File: src/rtl/mem_bus_arbiter.sv
// Two-requester arbiter for the shared split-handshake memory bus: D-port has priority,
// fetch is guaranteed a grant after DSTREAK_MAX consecutive D grants while it waits.
module mem_bus_arbiter #(
  parameter int unsigned DSTREAK_MAX = 4
) (
  input  logic        clk,
  input  logic        reset,
  input  logic        ireq_valid,
  input  logic [63:0] ireq_addr,
  input  logic [2:0]  ireq_size,
  output logic        iresp_addr_ok,
  output logic        iresp_data_ok,
  output logic [63:0] iresp_data,
  input  logic        dreq_valid,
  input  logic [63:0] dreq_addr,
  input  logic [2:0]  dreq_size,
  input  logic [7:0]  dreq_strobe,
  input  logic [63:0] dreq_data,
  output logic        dresp_addr_ok,
  output logic        dresp_data_ok,
  output logic [63:0] dresp_data,
  output logic        breq_valid,
  output logic [63:0] breq_addr,
  output logic [2:0]  breq_size,
  output logic [7:0]  breq_strobe,
  output logic [63:0] breq_data,
  input  logic        bresp_addr_ok,
  input  logic        bresp_data_ok,
  input  logic [63:0] bresp_data
);

  typedef enum logic [1:0] {IDLE = 2'd0, REQ = 2'd1, WAIT = 2'd2} state_t;

  localparam logic [3:0] STREAK_MAX = 4'(DSTREAK_MAX);

  state_t      state, state_nxt;
  logic        grant;            // 0 = I-port, 1 = D-port
  logic [63:0] lat_addr, lat_data;
  logic [2:0]  lat_size;
  logic [7:0]  lat_strobe;
  logic [3:0]  dstreak;
  logic        start, pick_i;
  logic        bus_addr_ok, bus_data_ok;

  assign start  = (state == IDLE) && (ireq_valid || dreq_valid);
  assign pick_i = ireq_valid && (!dreq_valid || dstreak == STREAK_MAX);

  // NOTE: sequential state uses non-blocking assignments so every register samples
  // pre-edge values regardless of process ordering.
  always_ff @(posedge clk or negedge reset) begin
    if (!reset) state <= IDLE;
    else        state <= state_nxt;
  end

  always_ff @(posedge clk or negedge reset) begin
    if (!reset) begin
      grant      <= 1'b0;
      lat_addr   <= '0;
      lat_size   <= '0;
      lat_strobe <= '0;
      lat_data   <= '0;
      dstreak    <= '0;
    end else if (start) begin
      if (pick_i) begin
        grant      <= 1'b0;
        lat_addr   <= ireq_addr;
        lat_size   <= ireq_size;
        lat_strobe <= '0;
        lat_data   <= '0;
        dstreak    <= '0;
      end else begin
        grant      <= 1'b1;
        lat_addr   <= dreq_addr;
        lat_size   <= dreq_size;
        lat_strobe <= dreq_strobe;
        lat_data   <= dreq_data;
        // Streak only grows while fetch is actually being held off.
        if (!ireq_valid)                 dstreak <= '0;
        else if (dstreak != STREAK_MAX)  dstreak <= dstreak + 4'd1;
      end
    end
  end

  // NOTE: every combinational output gets a default first so no path infers a latch.
  always_comb begin
    state_nxt = state;
    case (state)
      IDLE: if (ireq_valid || dreq_valid) state_nxt = REQ;
      REQ:  if (bresp_addr_ok)            state_nxt = bresp_data_ok ? IDLE : WAIT;
      WAIT: if (bresp_data_ok)            state_nxt = IDLE;
      default:                            state_nxt = IDLE;
    endcase
  end

  always_comb begin
    breq_valid    = (state == REQ);
    breq_addr     = lat_addr;
    breq_size     = lat_size;
    breq_strobe   = lat_strobe;
    breq_data     = lat_data;
    bus_addr_ok   = (state == REQ) && bresp_addr_ok;
    bus_data_ok   = ((state == REQ) && bresp_addr_ok && bresp_data_ok) ||
                    ((state == WAIT) && bresp_data_ok);
    iresp_addr_ok = bus_addr_ok && !grant;
    iresp_data_ok = bus_data_ok && !grant;
    dresp_addr_ok = bus_addr_ok && grant;
    dresp_data_ok = bus_data_ok && grant;
    iresp_data    = bresp_data;
    dresp_data    = bresp_data;
  end

endmodule

File: config.mk
export PLATFORM = sky130hd
export DESIGN_NAME = mem_bus_arbiter
export DESIGN_NICKNAME = d
export VERILOG_FILES = /design/src/rtl/mem_bus_arbiter.sv
export SDC_FILE = /design/constraint.sdc
export NUM_CORES = 1
export LEC_CHECK = 0
export ABC_AREA = 1
export BUFFER_PORTS_ARGS = -buffer_cell sky130_fd_sc_hd__buf_2
export CAP_MARGIN = 20
export CELL_PAD_IN_SITES_DETAIL_PLACEMENT = 0
export CELL_PAD_IN_SITES_GLOBAL_PLACEMENT = 1
export CORE_AREA = 2 2 211 213
export CTS_BUF_LIST = sky130_fd_sc_hd__clkbuf_4 sky130_fd_sc_hd__clkbuf_8 sky130_fd_sc_hd__clkbuf_16
export DETAILED_ROUTE_END_ITERATION = 7
export DIE_AREA = 0 0 213 215
export PLACE_DENSITY_LB_ADDON = 0.1
export SYNTH_ARGS = -nofsm -noshare
export SYNTH_HDL_FRONTEND = slang
export SYNTH_SLANG_ARGS = --single-unit
File: constraint.sdc
create_clock -name clk -period 1.8 [get_ports clk]
set_input_delay 0.27 -clock clk [delete_from_list [all_inputs] [get_ports clk]]
set_output_delay 0.27 -clock clk [all_outputs]
set_load 0.02 [all_outputs]
Word level (Yosys, flattened, before mapping). Cells that the tools add are included.

Div/mod/pow operators: 0. Multiplexer cells: 13. Equal/unequal tests: 8. Magnitude comparators: 0. Bitwise logic cells: 0. $add $sub $neg: 1. Shift-type cells: 0. Reduce and logical (&&, ||, !) cells: 17. Multipliers: 0.

Operators with widths (number): $mux 64 (2); $mux 4 (3); $logic_and 1x1->1 (9); $mux 2 (4); $mux 8 (1); $pmux 2 s3 (1); $add 4x1->4 const B (1); $eq 4x3->1 const B (1); $ne 2x1->1 const B (2); $ne 4x3->1 const B (1); $logic_or 1x1->1 (3); $mux 3 (1); $ne 3x1->1 const B (1); $reduce_and 3->1 (1); $eq 2x1->1 const B (1); $eq 2x2->1 const B (1); $logic_not 1->1 (2); $logic_not 2->1 (1); $ne 2x2->1 const B (1); $reduce_and 2->1 (1); $mux 1 (1).

Register bits after elaboration: 146. ROM bits: 0. Bits in latches: 0. Memory bits (writable): 0. Output and inout bits: 272. Memories: 0. Input bits: 276.

Depth between registers and ports, before layout. Gate-level depths: netlist of the first run.

Word-level depth: 5. Mapped depth: 10.

Worst setup path after synthesis of the first run. OpenSTA, ideal clock, no wires.

Kind: reg-to-reg. From: reg dstreak[0]. To: reg lat_addr[29], in the netlist breq_addr[29]. Path slack: 347 ps. Data required time: 1682 ps. Path buffers: 1. Arrival time: 1335 ps. Stages on the path, launching flop included: 10. Cell sequence: dfrtp_1 inv_1 ha_1 nand3_1 nand2_1 nand2_2 clkbuf_1 nand2_1 nand3_1 nand2_1.

Longest elaborated chain between the ends: 4.

Ends and longest elaborated chain: start: declaration (RTL line 41) `logic [3:0] dstreak;`; start signal: assignment (RTL line 79) `else if (dstreak != STREAK_MAX) dstreak <= dstreak + 4'd1;`; $eq 4x3->1 (RTL line 46) `assign pick_i = ireq_valid && (!dreq_valid || dstreak == STREAK_MAX);`; $logic_or 1x1->1 (RTL line 46); $logic_and 1x1->1 (RTL line 46); $mux 64 (RTL line 64) `if (pick_i) begin`; end signal: assignment (RTL line 66) `lat_addr <= ireq_addr;`; end signal: assignment (RTL line 73) `lat_addr <= dreq_addr;`; end: declaration (RTL line 38) `logic [63:0] lat_addr, lat_data;`.

Every way passes these cells. A chain may end at the register's enable or synchronous reset.

Final worst setup path of the first run.
From: in bresp_addr_ok. To: out iresp_data_ok.

Longest elaborated chain between the ends: 4.

Ends and longest elaborated chain: start: declaration (RTL line 27) `input logic bresp_addr_ok,`; $logic_and 1x1->1 (2 in a row) (RTL line 102) `bus_data_ok = ((state == REQ) && bresp_addr_ok && bresp_data_ok) ||`; $logic_or 1x1->1 (RTL line 102); $logic_and 1x1->1 (RTL line 105) `iresp_data_ok = bus_data_ok && !grant;`; end: declaration (RTL line 12) `output logic iresp_data_ok,`.

Every way passes these cells.

==> run_results.csv, run 1 <==
group,metric,value,unit
timing,fin_hold_ws,38.5,ps
detailed_routing,drt_iter0_markers,357,
synthesis,yosys-mux-area-fraction,0,%
setup_path,cp_max_fo,2,
place,dp.final_hpwl,22100,um
synthesis,synth.lib_cells_used.distinct,22,
clocking,post_cts.repair.setup_buffers,0,
clocking,clkTransAtPathRegs,70,ps
setup_path,cp-end-kind,"primary output",
clocking,cts_root_buf,"clkbuf_16",
timing,fmax,0.569,GHz
clocking,worstSkewPairLatency,450,ps
die,core_area,43600,um2
die,std_cell_rows,77,
setup_path,critical_path_arrival,1490,ps
global_routing,grt_antenna_before_repair,6,
clocking,clock_sinks,146,
setup_path,cp-start-kind,"input port",
final_layout,filler_cell_count,5007,
timing,timing.clock.skew,10.2,ps
place,numPlacedInstances,1841,
final_layout,nNetsFinal,1550,
global_routing,overflow,0,
run_status,outcome,"completed",
detailed_routing,postRouteWirelength,31500,um
detailed_routing,ant_nets,0,
synthesis,yosysSeqAreaShare,45.8,%
setup_path,cp_slowest_cell,"dlygate4sd3_1",
final_layout,finalNonFillerCells,1878,
timing,max_slew_margin,64.3,%
final_layout,final_util,23.5,%
place,dpl_cell_area,9550,um2
die,start_util,18.3,%
synthesis,flop_and_latch_count_out_of_synthesis,146,
synthesis,postSynthAreaPerCell,7.53,um2
clocking,cts_tree,"yes",
synthesis,synthesis.instances,1060,
synthesis,synth_warnings,0,
die,chipWidth,213,um
place,port_buffers,355,
clocking,clockBufferDepth,2,
synthesis,adder_and_majority_gate_portion_of_the_synthesized_area,0.314,%
setup_path,timing_worst_setup_path_type,"input port to primary output",
detailed_routing,detailroute.via_count,7175,
die,fp.dieArea,45800,um2
synthesis,synth_simple_gate_area_share,30.1,%
power,max-vdd-ir-drop,0.00105,V
final_layout,finish.instance_area,10200,um2
timing,unrepaired_setup_endpoints_after_global_routing,"yes",
timing,worst-slew-pin-transition,536,ps
die,die_h,215,um
power,total_leakage_power,0.00604,uW
place,finalWeightedCongestion,0.729,
hold_path,hold_path.class,"input port to flop",
clocking,htreeDepth,4,
final_layout,drive_above_1_share,32.5,%
timing,setup_viol_count_final,0,
global_routing,grtUsageTotal,13.9,%
job,maxCapViolations,0,
synthesis,synth_top_family_by_area,"simple AND/OR/NAND/NOR gates",
synthesis,synth_compound_gate_area_share,0.721,%
timing,hold_viol_final,0,
synthesis,synth_xor_area_share,0.220,%
detailed_routing,avgViaCountPerCell,3.82,
global_routing,vias_in_the_first_global_route,7596,
detailed_routing,wire_per_inst,16.8,um
synthesis,postSynthNetCount,1338,
timing,finalWorstPathRequiredPeriod,1760,ps
timing,period_share,97.6,%
power,cellPowerDensity,1670,nW/um2
setup_path,path_cells,"dlygate4sd3_1, buf_2, inv_1, nor2_4, o21ai_2, nor2_1, buf_4",
final_layout,area_growth,28.3,%
die,floorplan.io_pins,548,
timing,report.final.slew_viol_count,0,
detailed_routing,route.detailed.drc,0,
synthesis,syn_area,7980,um2
clocking,cts_inserted_buffers,17,
timing,fin_setup_tns,0,ps
detailed_routing,drtPass1Iterations,4,
setup_path,cpPeakStageDelay,550,ps
global_routing,grt_pass1_wl,47200,um
global_routing,largest_net_degree_at_the_start_of_global_routing,88,
setup_path,worst-endpoint-required,1530,ps
==> cells in the mapped netlist <==
cell type | number | area [um2]
o22ai_1 | 1 | 6.26
xnor2_1 | 1 | 8.76
nand3_1 | 208 | 1040
buf_1 | 2 | 7.51
nor2_1 | 6 | 22.5
o21ai_1 | 4 | 20.0
nor2_2 | 1 | 6.26
nand2_1 | 351 | 1320
a21oi_1 | 1 | 5.00
buf_2 | 21 | 105
o21ai_0 | 2 | 10.0
xor2_1 | 1 | 8.76
dfrtp_1 | 146 | 3650
inv_2 | 1 | 3.75
o21ai_4 | 1 | 16.3
ha_1 | 2 | 25.0
clkbuf_1 | 23 | 86.3
nand2_2 | 1 | 6.26
nand4_1 | 1 | 6.26
buf_4 | 138 | 1040
inv_1 | 144 | 541
buf_6 | 4 | 45.0
==> power by group <==
group	internal [uW]	switching (uW)
logic	2420	5210
registers	4810	829
clock network	2320	1500
==> metrics by stage <==
| step | total power [uW] | worst slack (ps) |
|---|---|---|
| after floorplan | 10600 | 347 |
| after global placement | 13600 | 116 |
| after detailed placement | 13500 | 120 |
| after CTS | 17600 | 0.741 |
| after global routing | 18500 | -3.23 |
| final | 17100 | 43.2 |
==> kinds of logic (layout without fill, tap and decap cells) <==
group                    count (synthesis)  count (layout)
flip-flops                             146             146
XOR/XNOR                                 2               2
AND/OR/NAND/NOR                        568             568
AO/OA/AOI/OAI                            9               9
other                                    0               3
buffers and inverters                  333             556
adder cells (fa/ha/maj)                  2               2
==> flip-flops by register name (all words and copies together) (netlist names) <==
name and count:
breq_strobe 8, breq_size 3, grant 1, breq_data 64, state 2, dstreak 4, breq_addr 64
==> critical path: cells and delay by family <==
kind	cells	cell delay, ps
AOI/OAI and AO/OA	1	170
and+or+nand+nor	2	120
buffers and inverters	4	920
==> placed cells by master (no fill, tap or decap) <==
master         synthesis  final
nand2_1              351    349
buf_2                 21    349
nand3_1              208    208
dfrtp_1              146    146
inv_1                144    142
clkbuf_16              0     17
buf_4                138     15
buf_12                 0     12
nor2_1                 6      5
o21ai_1                4      4
bufinv_16              0      4
clkinv_2               0      4
dlygate4sd3_1          0      4
diode_2                0      3
nand2_4                0      3
inv_2                  1      2
ha_1                   2      2
clkbuf_4               0      2
clkinvlp_4             0      2
nor2_4                 0      1
o21ai_2                0      1
nor2_2                 1      1
o21ai_4                1      1
inv_4                  0      1
xnor2_1                1      1
nand4_1                1      1
o22ai_1                1      1
o21ai_0                2      1
a21oi_1                1      1
xor2_1                 1      1
clkinv_4               0      1
buf_6                  4      1
==> repair_timing <==
item                                   in CTS  in global routing
resized for setup                          11                  1
endpoints found under the hold margin      30                  0
setup endpoints to repair                   4                  4
hold buffers                                4                  0
pin swaps                                   2                  2
==> area by class of cell <==
cell class / count / area (um2) / area share (%)
Clock inverter: 11 / 164 / 1.60
Tap cell: 592 / 741 / 7.24
Multi-Input combinational cell: 581 / 2530 / 24.7
Antenna cell: 3 / 7.51 / 0.0733
Sequential cell: 146 / 3650 / 35.7
Timing Repair Buffer: 381 / 2150 / 21.0
Inverter: 145 / 547 / 5.34
Clock buffer: 19 / 440 / 4.30
==> path summary, 6_finish.rpt <==
path | to | from | slack (ps) | cells past startpoint
setup reg to reg | breq_addr[13] | dstreak[1] | 160 | 10
min in group asynchronous | breq_addr[28] | reset | 300 | 2
hold / removal | breq_data[4] | dreq_data[4] | 40 | 3
max in group asynchronous | dstreak[1] | reset | 910 | 3
hold reg to reg | breq_addr[19] | breq_addr[19] | 470 | 2
setup / recovery | iresp_data_ok | bresp_addr_ok | 40 | 7
==> per-layer routing <==
metal / vias to the layer above / global-route usage, % / wire [um]
li1: 3524 / - / -
met1: 3353 / 16.3 / 12900
met2: 242 / 23.2 / 15700
met3: 50 / 5.41 / 2410
met4: 6 / 4.50 / 498
met5: - / 0 / 37
(Power assumes the default switching activity.)
==> inputs of run 2 (changes only) <==
==> constraint.sdc (replaced) <==
create_clock -name clk -period 1.7 [get_ports clk]
set_input_delay 0.255 -clock clk [delete_from_list [all_inputs] [get_ports clk]]
set_output_delay 0.255 -clock clk [all_outputs]
set_load 0.02 [all_outputs]
==> run 2 against run 1 <==
Against the previous run: critical path depth decreased by 1; combinational power grew 12%; cell count grew 0.64%; sequential share of layout area fell by 1.1 points; final area up 3.3%; setup slack got worse by 8.8 ps; wire length increased by 4.2%; clock power grew 15%; critical path type is now flop to primary output; register-to-register slack worse by 90 ps; clock skew down 3.4 ps; die area is the same; non-clock buffer count up 12.
==> run_results.csv, run 2 (synthesis results as in run 1) <==
group,metric,value,unit
run_status,outcome,"completed",
detailed_routing,ant_nets,0,
global_routing,grt_use_met3,5.41,%
power,max-vdd-ir-drop,0.000714,V
clocking,cts_inserted_buffers,17,
clocking,cts_root_buf,"clkbuf_16",
global_routing,grt.met2_usage,23.1,%
detailed_routing,route.detailed.drc,0,
setup_path,critical_path.reg2reg.endpoint,"breq_strobe[1]",
job,maxCapViolations,0,
hold_path,hold-path-cell-count,3,
setup_path,critical_path_arrival,1410,ps
hold_path,hold_path.class,"input port to flop",
setup_path,cp-end-kind,"primary output",
timing,fmax,0.600,GHz
timing,setup_viol_count_final,0,
power,cellPowerDensity,1790,nW/um2
power,power.total,19000,uW
detailed_routing,postRouteWirelength,32800,um
final_layout,filler_cell_count,4975,
clocking,htreeDepth,4,
setup_path,cp-start-kind,"flop",
clocking,clock_sinks,146,
hold_path,holdCritStartpoint,"dreq_data[3]",
detailed_routing,detailroute.via_count,7217,
timing,max_slew_margin,64.2,%
detailed_routing,drtPass1Iterations,4,
global_routing,grt_pass1_wl,47000,um
setup_path,worst-endpoint-required,1440,ps
global_routing,overflow,0,
final_layout,drive_above_1_share,33.7,%
die,floorplan.io_pins,548,
place,dpl_cell_area,9600,um2
timing,fin_hold_ws,32.8,ps
final_layout,finish.instance_area,10600,um2
detailed_routing,drt_iter0_markers,309,
setup_path,critical_path.reg2reg.startpoint,"state[1]",
setup_path,cp_max_fo,2,
timing,report.final.slew_viol_count,0,
die,core_area,43600,um2
detailed_routing,avgViaCountPerCell,3.82,
place,dp.final_hpwl,22600,um
timing,period_share,98.0,%
place,numPlacedInstances,1846,
timing,timing.clock.skew,6.78,ps
global_routing,use_met1,16.3,%
clocking,clockBufferDepth,2,
timing,hold_viol_final,0,
place,finalWeightedCongestion,0.723,
die,start_util,18.3,%
timing,unrepaired_setup_endpoints_after_global_routing,"yes",
global_routing,largest_net_degree_at_the_start_of_global_routing,59,
final_layout,nNetsFinal,1562,
place,port_buffers,355,
timing,finalWorstPathRequiredPeriod,1670,ps
final_layout,mostFrequentLayoutCells,"nand2_1, buf_2, nand3_1",
clocking,cts_tree,"yes",
global_routing,vias_in_the_first_global_route,7411,
setup_path,timing.reg2reg.worst_path_depth,7,
hold_path,holdPathEnd,"breq_data[3]",
die,chipWidth,213,um
detailed_routing,wire_per_inst,17.4,um
global_routing,grtUsageTotal,13.8,%
setup_path,timing_worst_setup_path_type,"flop to primary output",
timing,finalWorstSetupSlack,34.5,ps
place,pre_cts_worst_setup_slack,93.4,ps
setup_path,r2r_setup_slack,70,ps
final_layout,finalNonFillerCells,1890,
power,total_leakage_power,0.00619,uW
final_layout,area_growth,32.6,%
global_routing,top_usage_layer,"met2",
die,die_h,215,um
timing,worst-slew-pin-transition,537,ps
die,fp.dieArea,45800,um2
global_routing,grt_antenna_before_repair,5,
die,std_cell_rows,77,
clocking,worstSkewPairLatency,440,ps
clocking,clkTransAtPathRegs,70,ps
[run 2: metal layers]
metal / share of wire [%] / wire length (um)
met5: 0.14 / 46
met4: 1.7 / 568
met3: 7.7 / 2510
met2: 49 / 16000
met1: 42 / 13700
[run 2: area by class of cell]
class | instances | area [um2] | area share [%]
well taps | 592 | 741 | 7.00
flip-flops and latches | 146 | 3650 | 34.5
repair buffers | 393 | 2380 | 22.5
inverters | 145 | 549 | 5.19
clock buffers | 23 | 489 | 4.63
diodes | 1 | 2.50 | 0.0237
multi-input cells | 581 | 2580 | 24.4
clock inverters | 9 | 176 | 1.67
[run 2: timing repair]
item | CTS | global route
gates cloned | 0 | 5
setup buffers | 2 | 0
hold buffers | 4 | 0
setup endpoints to repair | 4 | 64
hold endpoints to repair | 29 | 0
gates resized for setup | 13 | 18
pin swaps | 4 | 7
[run 2: stage by stage]
stage	utilization, %	setup TNS [ps]
6_report	24.2	0
5_1_grt	24.2	-145
4_1_cts	23.7	-104
3_5_place_dp	22.0	0
3_3_place_gp	22.0	0
2_1_floorplan	-	0
[run 2: power breakdown]
group	internal, uW	switching (uW)	leakage, uW	total (uW)
Sequential	5090	892	0.00182	5980
Combinational	2890	5690	0.00405	8570
Clock	2770	1630	0.000328	4410
Total	10700	8210	0.00619	19000
[run 2: critical path, cell delays in order (launching register included)]
cell and delay [ps]:
dfrtp_1 390, inv_2 90, nand2_4 60, nor2_4 110, o21ai_2 80, nor2_1 100, buf_4 150
[run 2: how the worst max path moves through the flow]
stage,startpoint,end,slack (ps)
5_1_grt,state[1],iresp_data_ok,-60
6_report,state[1],dresp_data_ok,30
3_3_place_gp,ireq_valid,dstreak[0],90
2_1_floorplan,dstreak[0],breq_addr[29],250
4_1_cts,state[1],iresp_data_ok,-50
3_5_place_dp,dstreak[1],breq_data[10],90
==> inputs of run 3 (changes only) <==
--- a/config.mk
+++ b/config.mk
@@ -10,10 +10,10 @@
 export CAP_MARGIN = 20
 export CELL_PAD_IN_SITES_DETAIL_PLACEMENT = 0
 export CELL_PAD_IN_SITES_GLOBAL_PLACEMENT = 1
-export CORE_AREA = 2 2 211 213
-export CTS_BUF_LIST = sky130_fd_sc_hd__clkbuf_4 sky130_fd_sc_hd__clkbuf_8 sky130_fd_sc_hd__clkbuf_16
+export CORE_AREA = 2 2 210 212
+export CTS_BUF_LIST = sky130_fd_sc_hd__clkbuf_16
 export DETAILED_ROUTE_END_ITERATION = 7
-export DIE_AREA = 0 0 213 215
+export DIE_AREA = 0 0 212 214
 export PLACE_DENSITY_LB_ADDON = 0.1
 export SYNTH_ARGS = -nofsm -noshare
 export SYNTH_HDL_FRONTEND = slang
==> constraint.sdc (replaced) <==
create_clock -name clk -period 2.03 [get_ports clk]
set_input_delay 0.3045 -clock clk [delete_from_list [all_inputs] [get_ports clk]]
set_output_delay 0.3045 -clock clk [all_outputs]
set_load 0.02 [all_outputs]
==> run 3 against run 2 <==
Against the previous run: non-clock buffer count fell by 19; cell count fell by 1.3%; critical endpoint unchanged; wire length fell by 7.2%; global-route usage fell by 0.30 points; clock skew rose by 2.7 ps; largest power group unchanged; register-to-register slack improved by 250 ps; combinational power fell by 22%; sequential cell count did not move; setup slack improved by 180 ps; utilization fell by 0.79 points; first-iteration DRC count fell by 10%; sequential power fell by 17%.
==> run_results.csv, run 3 (synthesis results as in run 1) <==
group,metric,value,unit
run_status,outcome,"completed",
detailed_routing,avgViaCountPerCell,3.81,
setup_path,cp_num_buf_inv,2,
place,port_buffers,355,
timing,period_share,89.6,%
timing,fin_setup_tns,0,ps
setup_path,cp_slowest_cell,"dfrtp_1",
place,dp.final_hpwl,21100,um
setup_path,cp_top_family,"flip-flops",
global_routing,vias_in_the_first_global_route,7573,
timing,finalWorstSetupSlack,211,ps
timing,timing.clock.skew,9.52,ps
detailed_routing,drt_iter0_markers,277,
power,power_switching_share,44.8,%
detailed_routing,met2_length,14500,um
die,die_h,214,um
setup_path,r2r_setup_slack,320,ps
setup_path,cp-end-kind,"primary output",
clocking,clock_sinks,146,
timing,hold_viol_final,0,
timing,fmax,0.550,GHz
power,reg_power_share,33.8,%
power,switchingPower,6610,uW
global_routing,overflow,0,
place,finalWeightedCongestion,0.691,
setup_path,cp-start-kind,"flop",
clocking,cts_tree,"yes",
setup_path,timing.reg2reg.worst_path_depth,9,
clocking,htreeDepth,4,
timing,worst-slew-pin-transition,796,ps
timing,finalWorstPathRequiredPeriod,1820,ps
timing,report.final.slew_viol_count,0,
detailed_routing,ant_nets,0,
setup_path,cp_max_fo,3,
clocking,post_cts.repair.setup_buffers,0,
setup_path,path_cells,"inv_1, nand2_1, nor2_1, o21ai_0, nor2_1, buf_2",
power,cell_internal_pwr,8130,uW
die,std_cell_rows,76,
setup_path,critical_path.reg2reg.startpoint,"dstreak[0]",
die,fp.dieArea,45400,um2
setup_path,critical_path.reg2reg.endpoint,"breq_addr[61]",
hold_path,holdCritStartpoint,"bresp_addr_ok",
detailed_routing,wire_per_inst,16.3,um
timing,setup_viol_count_final,0,
power,power.share.clock,21.0,%
power,p_comb_share,45.2,%
hold_path,hold-path-cell-count,2,
clocking,cts_root_buf,"clkbuf_16",
detailed_routing,routedLengthMet1,12700,um
job,maxCapViolations,0,
global_routing,grt_antenna_before_repair,7,
power,cellPowerDensity,1470,nW/um2
global_routing,grtUsageTotal,13.5,%
timing,unrepaired_setup_endpoints_after_global_routing,"no",
power,power.total,14700,uW
detailed_routing,drtPass1Iterations,4,
global_routing,grt_pass1_wl,46300,um
clocking,clkTransAtPathRegs,60,ps
clocking,worstSkewPairLatency,430,ps
setup_path,worst-endpoint-required,1730,ps
power,max-vdd-ir-drop,0.000584,V
detailed_routing,routed.top_layer,"met5",
hold_path,hold_path.class,"input port to flop",
final_layout,nNetsFinal,1543,
setup_path,timing_worst_setup_path_type,"flop to primary output",
die,floorplan.io_pins,548,
final_layout,drive_above_1_share,31.6,%
final_layout,layout.area.seq,3650,um2
die,start_util,18.6,%
final_layout,area_growth,26.0,%
clocking,cts_hold_repair.buffers,2,
global_routing,largest_net_degree_at_the_start_of_global_routing,144,
detailed_routing,route.detailed.drc,0,
die,chipWidth,212,um
die,core_area,42900,um2
clocking,cts_inserted_buffers,17,
setup_path,cell_repeated_most_along_the_worst_path,"nor2_1",
final_layout,filler_cell_count,4909,
setup_path,cpPeakStageDelay,380,ps
clocking,clockBufferDepth,2,
final_layout,area_occupied_by_multi_input_gates,2510,um2
clocking,cts.repair.resized,0,
detailed_routing,postRouteWirelength,30500,um
timing,max_slew_margin,46.9,%
final_layout,mostFrequentLayoutCell,"buf_2",
power,total_leakage_power,0.00598,uW
hold_path,holdPathEnd,"state[0]",
place,pre_cts_worst_setup_slack,328,ps
setup_path,critical_path_arrival,1510,ps
detailed_routing,detailroute.via_count,7102,
detailed_routing,route.met3.wl,2430,um
final_layout,mostFrequentLayoutCells,"buf_2, nand2_1, nand3_1",
run 3: changes by cell type in the layout (fill, tap and decap cells not counted), moves of 4 or more:
cell	previous run	this run
buf_2	349	353
buf_4	16	9
buf_6	6	1
nor2_1	2	6
clkbuf_16	22	17
inv_1	141	147
run 3: worst max path at each step:
stage	from	to	slack, ps	cells after the start
4_1_cts	state[1]	dresp_data_ok	170	6
5_1_grt	state[1]	iresp_data_ok	80	6
6_report	state[1]	dresp_data_ok	210	6
3_5_place_dp	dstreak[0]	breq_addr[56]	330	9
3_3_place_gp	dstreak[0]	breq_addr[11]	340	9
2_1_floorplan	dstreak[0]	breq_addr[29]	580	9
run 3: area by class of cell:
cell class	instances	share of cell area, %
repair buffers	374	20.4
flip-flops and latches	146	36.3
well taps	585	7.28
clock inverters	15	1.27
clock buffers	17	4.23
diodes	3	0.0747
multi-input cells	581	25.0
inverters	145	5.44
run 3: per-stage QoR:
step,instances,hold WS (ps),util (%),cell area [um2]
5_1_grt,1864,43.9,23.4,10000
3_5_place_dp,1829,260,22.1,9470
2_1_floorplan,1060,8.91,-,7980
3_3_place_gp,1829,260,22.1,9470
6_report,1866,56.6,23.4,10100
4_1_cts,1863,15.0,23.4,10000
run 3: routing by layer:
metal | vias up | global-route usage [%]
met5 | - | 0
met4 | 6 | 5.23
met3 | 63 | 4.85
met2 | 238 | 22.4
met1 | 3282 | 15.9
li1 | 3513 | -
run 3: power groups by stage:
stage               registers [uW]  logic [uW]  clock network (uW)
global route                  5170        7420                3380
floorplan                     6590        2810                   0
detailed placement            5030        6890                   0
finish                        4980        6660                3100
CTS                           5010        6880                3270
global placement              5050        6890                   0
